`src/rtl/output_port_arbiter.sv`:
```
// ---------------------------------------------------------------------------
// output_port_arbiter
//
// Purpose:
//   Per-output-port packet arbiter for a mesh router. Up to PORTS input ports
//   request this output. The arbiter grants one port at a time and holds the
//   grant until the packet is finished. The search order is round-robin,
//   starting from a pointer that moves past the last served port.
//
//   A grant is released for one of three reasons, checked in this order:
//     1. tail  - the granted port marks its last flit (counts a packet)
//     2. abort - the granted port drops its request without a tail
//     3. watchdog - out_busy has been high for TIMEOUT consecutive cycles
//   After any release the arbiter sits in IDLE for at least one cycle.
//
// Parameters:
//   PORTS    number of requesting input ports (local, N, E, S, W)
//   TIMEOUT  consecutive busy cycles tolerated while LOCKED (must be >= 1)
//   CNT_W    width of the saturating completed-packet counter
//
// Ports:
//   clk          in   rising-edge clock for all state
//   reset        in   synchronous active-high reset
//   req          in   [PORTS] request per input port
//   tail         in   [PORTS] last-flit pulse per input port
//   out_busy     in   downstream link cannot accept a flit
//   grant        out  [PORTS] registered one-hot grant, zero when idle
//   grant_valid  out  registered OR of grant
//   grant_idx    out  registered index of the granted port, zero when idle
//   timeout      out  registered one-cycle pulse on watchdog release
//   pkt_count    out  [CNT_W] saturating count of packets ended by tail
// ---------------------------------------------------------------------------
module output_port_arbiter #(
  parameter int PORTS   = 5,
  parameter int TIMEOUT = 255,
  parameter int CNT_W   = 20,
  localparam int IDX_W  = (PORTS > 1) ? $clog2(PORTS) : 1,
  localparam int WD_W   = ($clog2(TIMEOUT + 1) > 0) ? $clog2(TIMEOUT + 1) : 1
) (
  input  logic             clk,
  input  logic             reset,
  input  logic [PORTS-1:0] req,
  input  logic [PORTS-1:0] tail,
  input  logic             out_busy,
  output logic [PORTS-1:0] grant,
  output logic             grant_valid,
  output logic [IDX_W-1:0] grant_idx,
  output logic             timeout,
  output logic [CNT_W-1:0] pkt_count
);

  // -------------------------------------------------------------------------
  // State encoding
  // -------------------------------------------------------------------------
  localparam logic [0:0] S_IDLE   = 1'b0;
  localparam logic [0:0] S_LOCKED = 1'b1;

  // -------------------------------------------------------------------------
  // Registers
  // -------------------------------------------------------------------------
  logic [0:0]       r_state;
  logic [IDX_W-1:0] r_ptr;
  logic [PORTS-1:0] r_grant;
  logic             r_grant_valid;
  logic [IDX_W-1:0] r_grant_idx;
  logic             r_timeout;
  logic [CNT_W-1:0] r_pkt_count;
  logic [WD_W-1:0]  r_wd;

  // -------------------------------------------------------------------------
  // Round-robin candidate search
  //
  // Candidate gi is the port at offset gi from the pointer, wrapped modulo
  // PORTS. Offset 0 is the highest priority. The sum needs one extra bit
  // because ptr + offset can reach 2*PORTS-2 before the wrap.
  // -------------------------------------------------------------------------
  logic [IDX_W-1:0] w_cand_idx [PORTS];
  logic [PORTS-1:0] w_cand_req;

  genvar gi;
  generate
    for (gi = 0; gi < PORTS; gi++) begin : g_cand
      logic [IDX_W:0] w_sum;
      assign w_sum = {1'b0, r_ptr} + (IDX_W+1)'(gi);
      assign w_cand_idx[gi] = (w_sum >= (IDX_W+1)'(PORTS))
                              ? IDX_W'(w_sum - (IDX_W+1)'(PORTS))
                              : w_sum[IDX_W-1:0];
      assign w_cand_req[gi] = req[w_cand_idx[gi]];
    end
  endgenerate

  // Walk the offsets from last to first, so the lowest set offset is the
  // one that is left in w_pick_idx.
  logic [IDX_W-1:0] w_pick_idx;
  logic             w_pick_found;

  always_comb begin
    w_pick_idx   = '0;
    w_pick_found = |w_cand_req;
    for (int k = PORTS - 1; k >= 0; k--) begin
      if (w_cand_req[k]) begin
        w_pick_idx = w_cand_idx[k];
      end
    end
  end

  logic [PORTS-1:0] w_pick_onehot;
  assign w_pick_onehot = {{(PORTS-1){1'b0}}, 1'b1} << w_pick_idx;

  // -------------------------------------------------------------------------
  // Release causes while LOCKED
  //
  // Only the granted port's tail and req matter. Tails and requests from
  // the other ports are ignored while a packet holds the output.
  // -------------------------------------------------------------------------
  logic            w_locked;
  logic            w_tail_hit;
  logic            w_req_hit;
  logic [WD_W-1:0] w_wd_inc;
  logic            w_wd_expire;
  logic            w_rel_tail;
  logic            w_rel_abort;
  logic            w_rel_wd;
  logic            w_release;

  assign w_locked   = (r_state == S_LOCKED);
  assign w_tail_hit = tail[r_grant_idx];
  assign w_req_hit  = req[r_grant_idx];

  // While LOCKED the watchdog stays below TIMEOUT, so the increment cannot
  // overflow WD_W. Expiry is the busy cycle that would bring it to TIMEOUT.
  assign w_wd_inc    = r_wd + WD_W'(1);
  assign w_wd_expire = out_busy && (w_wd_inc >= WD_W'(TIMEOUT));

  // Strict priority: tail, then abort, then watchdog.
  assign w_rel_tail  = w_locked && w_tail_hit;
  assign w_rel_abort = w_locked && !w_tail_hit && !w_req_hit;
  assign w_rel_wd    = w_locked && !w_tail_hit && w_req_hit && w_wd_expire;
  assign w_release   = w_rel_tail || w_rel_abort || w_rel_wd;

  // On release, the pointer moves to the port after the one just served.
  logic [IDX_W-1:0] w_ptr_after;
  assign w_ptr_after = (r_grant_idx == IDX_W'(PORTS - 1))
                       ? '0
                       : r_grant_idx + IDX_W'(1);

  logic w_pkt_sat;
  assign w_pkt_sat = &r_pkt_count;

  // -------------------------------------------------------------------------
  // FSM and output registers
  //
  // grant, grant_valid and grant_idx are always written together, so they
  // cannot disagree with each other.
  // -------------------------------------------------------------------------
  always_ff @(posedge clk) begin
    if (reset) begin
      r_state       <= S_IDLE;
      r_ptr         <= '0;
      r_grant       <= '0;
      r_grant_valid <= 1'b0;
      r_grant_idx   <= '0;
      r_timeout     <= 1'b0;
      r_pkt_count   <= '0;
      r_wd          <= '0;
    end else begin
      r_timeout <= 1'b0;
      case (r_state)
        S_IDLE: begin
          if (!out_busy && w_pick_found) begin
            r_state       <= S_LOCKED;
            r_grant       <= w_pick_onehot;
            r_grant_valid <= 1'b1;
            r_grant_idx   <= w_pick_idx;
            r_wd          <= '0;
          end
        end
        S_LOCKED: begin
          if (w_release) begin
            r_state       <= S_IDLE;
            r_grant       <= '0;
            r_grant_valid <= 1'b0;
            r_grant_idx   <= '0;
            r_wd          <= '0;
            r_ptr         <= w_ptr_after;
            if (w_rel_tail && !w_pkt_sat) begin
              r_pkt_count <= r_pkt_count + CNT_W'(1);
            end
            if (w_rel_wd) begin
              r_timeout <= 1'b1;
            end
          end else begin
            // The watchdog counts consecutive busy cycles only.
            r_wd <= out_busy ? w_wd_inc : '0;
          end
        end
        default: begin
          r_state       <= S_IDLE;
          r_grant       <= '0;
          r_grant_valid <= 1'b0;
          r_grant_idx   <= '0;
          r_wd          <= '0;
        end
      endcase
    end
  end

  // -------------------------------------------------------------------------
  // Outputs
  // -------------------------------------------------------------------------
  assign grant       = r_grant;
  assign grant_valid = r_grant_valid;
  assign grant_idx   = r_grant_idx;
  assign timeout     = r_timeout;
  assign pkt_count   = r_pkt_count;

endmodule

```
`config.mk`:
```
export PLATFORM = sky130hd
export DESIGN_NAME = output_port_arbiter
export DESIGN_NICKNAME = d
export VERILOG_FILES = /design/src/rtl/output_port_arbiter.sv
export SDC_FILE = /design/constraint.sdc
export NUM_CORES = 1
export LEC_CHECK = 0
export CAP_MARGIN = 20
export CELL_PAD_IN_SITES_DETAIL_PLACEMENT = 0
export CELL_PAD_IN_SITES_GLOBAL_PLACEMENT = 1
export CORE_UTILIZATION = 37
export CTS_CLUSTER_SIZE = 16
export DETAILED_ROUTE_END_ITERATION = 10
export PLACE_DENSITY = 0.85
export SLEW_MARGIN = 15
export SYNTH_ARGS = -nofsm -noshare
export SYNTH_HDL_FRONTEND = slang
export SYNTH_SLANG_ARGS = --single-unit
```
`constraint.sdc`:
```
create_clock -name clk -period 3.48 [get_ports clk]
set_input_delay 0.696 -clock clk [delete_from_list [all_inputs] [get_ports clk]]
set_output_delay 0.696 -clock clk [all_outputs]
set_load 0.05 [all_outputs]
```
==> results of run 1 <==
kinds of logic (layout without fill, tap and decap cells):
family                     after synthesis  after routing  synth area share (%)
AOI/OAI and AO/OA                       93             93                 20.53
xor gates and xnor gates                24             24                 6.791
adders and majority gates               15             15                 6.306
buffers and inverters                   38            105                 6.103
DFF                                     42             42                 27.16
muxes                                   17             17                 7.235
and+or+nand+nor                        157            157                 25.87
synth_stat cells (all sizes together), types with 2 or more instances:
library cell  count
nor2             46
dfxtp            42
nand2            29
a21oi            28
inv              20
o21ai            16
ha               14
nand3            13
xnor2            12
xor2             12
clkbuf           10
mux2i            10
or3              10
a211oi            9
nor3              8
or2               8
and2              7
nand4             7
buf               6
a31oi             5
nand2b            5
o21a              5
and3              4
mux4              4
nor2b             4
or4               4
a2111oi           3
and4              3
mux2              3
nor3b             3
o2111ai           3
a22o              2
a311o             2
and4b             2
nor4              2
o2111a            2
o211ai            2
o22ai             2
critical path, stage by stage, from the launching register on:
cell	delay, ns
dfxtp_2	0.41
inv_1	0.14
ha_1	0.24
a221o_1	0.38
or4_1	0.40
o2111a_2	0.18
or2_4	0.26
or4_1	0.50
a21oi_1	0.15
a31oi_1	0.08
or3_1	0.37
a21oi_1	0.12
layout by cell type, fill, tap and decap left out, types with 3 or more instances in the layout:
cell,instances
a211oi_1,7
a21oi_1,28
a31oi_1,5
and2_1,5
and3_1,4
and4_1,3
buf_4,33
clkbuf_8,5
clkdlybuf4s50_1,42
dfxtp_1,41
ha_1,12
inv_1,20
mux2_2,3
mux2i_1,10
mux4_2,4
nand2_1,29
nand2b_1,5
nand3_1,13
nand4_1,7
nor2_1,46
nor2b_1,4
nor3_1,8
nor3b_1,3
o2111ai_1,3
o21a_1,5
o21ai_0,13
or2_2,7
or3_1,10
or4_1,4
xnor2_1,12
xor2_1,12
path summary, 6_finish.rpt:
kind                         startpoint                    end  cells past startpoint
hold reg to reg   grant[4]$_SDFFE_PP0P_  grant[4]$_SDFFE_PP0P_                      2
hold / removal    grant[4]$_SDFFE_PP0P_  grant[4]$_SDFFE_PP0P_                      2
setup reg to reg  r_ptr[1]$_SDFFE_PP0P_  grant[3]$_SDFFE_PP0P_                     11
setup / recovery  r_ptr[1]$_SDFFE_PP0P_  grant[3]$_SDFFE_PP0P_                     11
state kept, by name (all words and copies together) (netlist names):
name,flops
grant,5
r_wd,8
grant_idx,3
r_ptr,3
r_state,1
grant_valid,1
pkt_count,20
timeout,1
per-layer routing:
| metal | GRT usage, % | vias to the layer above |
|---|---|---|
| met4 | 3.846 | 0 |
| li1 | - | 1529 |
| met5 | 0 | - |
| met1 | 27.23 | 1406 |
| met3 | 3.171 | 4 |
| met2 | 30.45 | 65 |
stage by stage:
| step | instances | hold slack, ns | worst slack [ns] | utilization (%) |
|---|---|---|---|---|
| 2_1_floorplan | 386 | 0.4743 | 0.03455 | - |
| 3_3_place_gp | 547 | 0.4539 | -0.08208 | 47.95 |
| 3_5_place_dp | 547 | 0.4496 | -0.2037 | 47.95 |
| 4_1_cts | 555 | 0.4621 | 0.01136 | 49.38 |
| 5_1_grt | 555 | 0.4904 | -0.01660 | 50.09 |
| 6_report | 555 | 0.4576 | 0.1567 | 50.09 |
cell type report:
| class | instances | area share, % |
|---|---|---|
| Clock buffer | 5 | 1.733 |
| Clock inverter | 3 | 1.103 |
| Inverter | 21 | 2.016 |
| Multi-Input combinational cell | 306 | 53.40 |
| Sequential cell | 42 | 21.20 |
| Tap cell | 102 | 3.214 |
| Timing Repair Buffer | 76 | 17.33 |
power groups by stage:
| stage | clock, mW | combinational, mW | sequential [mW] |
|---|---|---|---|
| 2_1_floorplan | 0 | 0.944 | 0.718 |
| 3_3_place_gp | 0 | 1.50 | 0.608 |
| 3_5_place_dp | 0 | 1.51 | 0.608 |
| 4_1_cts | 0.401 | 1.52 | 0.599 |
| 5_1_grt | 0.421 | 1.73 | 0.607 |
| 6_report | 0.388 | 1.58 | 0.599 |
repair_timing:
item | 4_1_cts | 5_1_grt
setup buffers | 0 | 0
endpoints found under the hold margin | 0 | 0
gates resized for setup | 1 | 12
endpoints found under the setup margin | 7 | 8
pin swaps | 1 | 0
==> run metrics, run 1 <==
Internal roughly 1.5 mW; Seq. cell area roughly 840 µm²; first-pass GRT wire length around 14 mm; vias in the first global route approximately 2800; worst skew pair latency 0.29 ns; post-synthesis sequential area ratio between 20 and 30%; status completed; row cnt 32; area occupied by multi-input gates approximately 0.0021 mm²; Via density around 5.4; final net count 480; GRT overflow 0; Gate power share 61.6%; Die W between 90 and 100 µm; met1 wire length between 3 and 4 mm; Mapped Nets 414; final instance area slightly below 0.004 mm²; Max VDD drop ~0.00027 V; largest net degree at the start of global routing slightly above 40; Power, Total between 2 and 3 mW; WL met3 391 µm; Primary FF master, synth dfxtp_1; antenna violations before repair 0; DP Area approximately 0.0038 mm²; Lkg Pwr 1.449 nW; Post-CTS Hold Fix Bufs 0; CP Data Arrival Time ~3.5 ns; Buffers on Ports 42; flops & latches, synth 42; Post-Syn Area about 0.0031 mm²; Routed Antenna Nets 0; fillers 750; Final Hold Fails 0; Hold WC Path Type flip-flop to flip-flop; sw power roughly 1.1 mW; DRC Markers 0; RD Place Congestion between 0.8 and 0.9; core region area 0.007928 mm²; Post-synth EDFFs 0; synth warn 0; gr usage total between 10% and 20%; Min Clock Period, post-route between 3 and 4 ns; Max Clock Freq 300.9 MHz; Post-Syn Instances ~390; max cap viols 0; clock skew between 0.004 and 0.005 ns; vias between 3000 and 4000; Mapped Avg Cell Area around 8 µm²; WL/cell 14.66 µm; top cells by area, synth dfxtp_1 27%, ha_1 5.7%, nor2_1 5.6%; setup TNS 0 ns; Diodes inserted 0; share of power burned in registers between 20% and 30%; Num CTS Buffers 5; DR top layer met4; DIE HEIGHT between 90 and 100 µm; Slew headroom between 30% and 40%; initial DRC count approximately 240; Crit. End Element flip-flop; share of layout cells above drive strength 1 ~17%; clk root buf clkbuf_8; Starting Density 39.05%; required time of the critical path between 3 and 4 ns; Critical Path Fanout Max 6; Clock power frac approximately 15%; Netlist cell types 66; TritonCTS clock tree done; # setup viols final 0; Worst Setup Start Kind flip-flop; critical path type flip-flop to flip-flop; Detail Placement HPWL just over 6 mm; Synth async-reset ratio 0%; CTS sink cnt between 40 and 50; Power Density between 600 and 700 mW/mm²; Final period util between 90% and 100%; IO Pins 43; Synth area leader dfxtp_1; actual slew at the worst max-slew pin approximately 0.9 ns; fin. max-slew vios 0; Post-Route WL 8.137 mm; Switching Share 42.86%; DRT Pass-1 Iters 4; Max clock buf depth 2; H-tree depth 2; Synth top area share 27.16%; clk slew on worst S/H paths ~0.08 ns; Area Growth Syn to Fin 28.29%; die area approximately 0.0087 mm²; reg2reg setup slack between 0.15 and 0.2 ns; DR WL met2 3.767 mm
Power figures use the tool's default switching activity.
==> run 2: changes to the inputs <==
CAP_MARGIN = default   (was 20)
==> results of run 2 <==
Same layout as run 1: the final DEF is identical, and so are final timing and power.
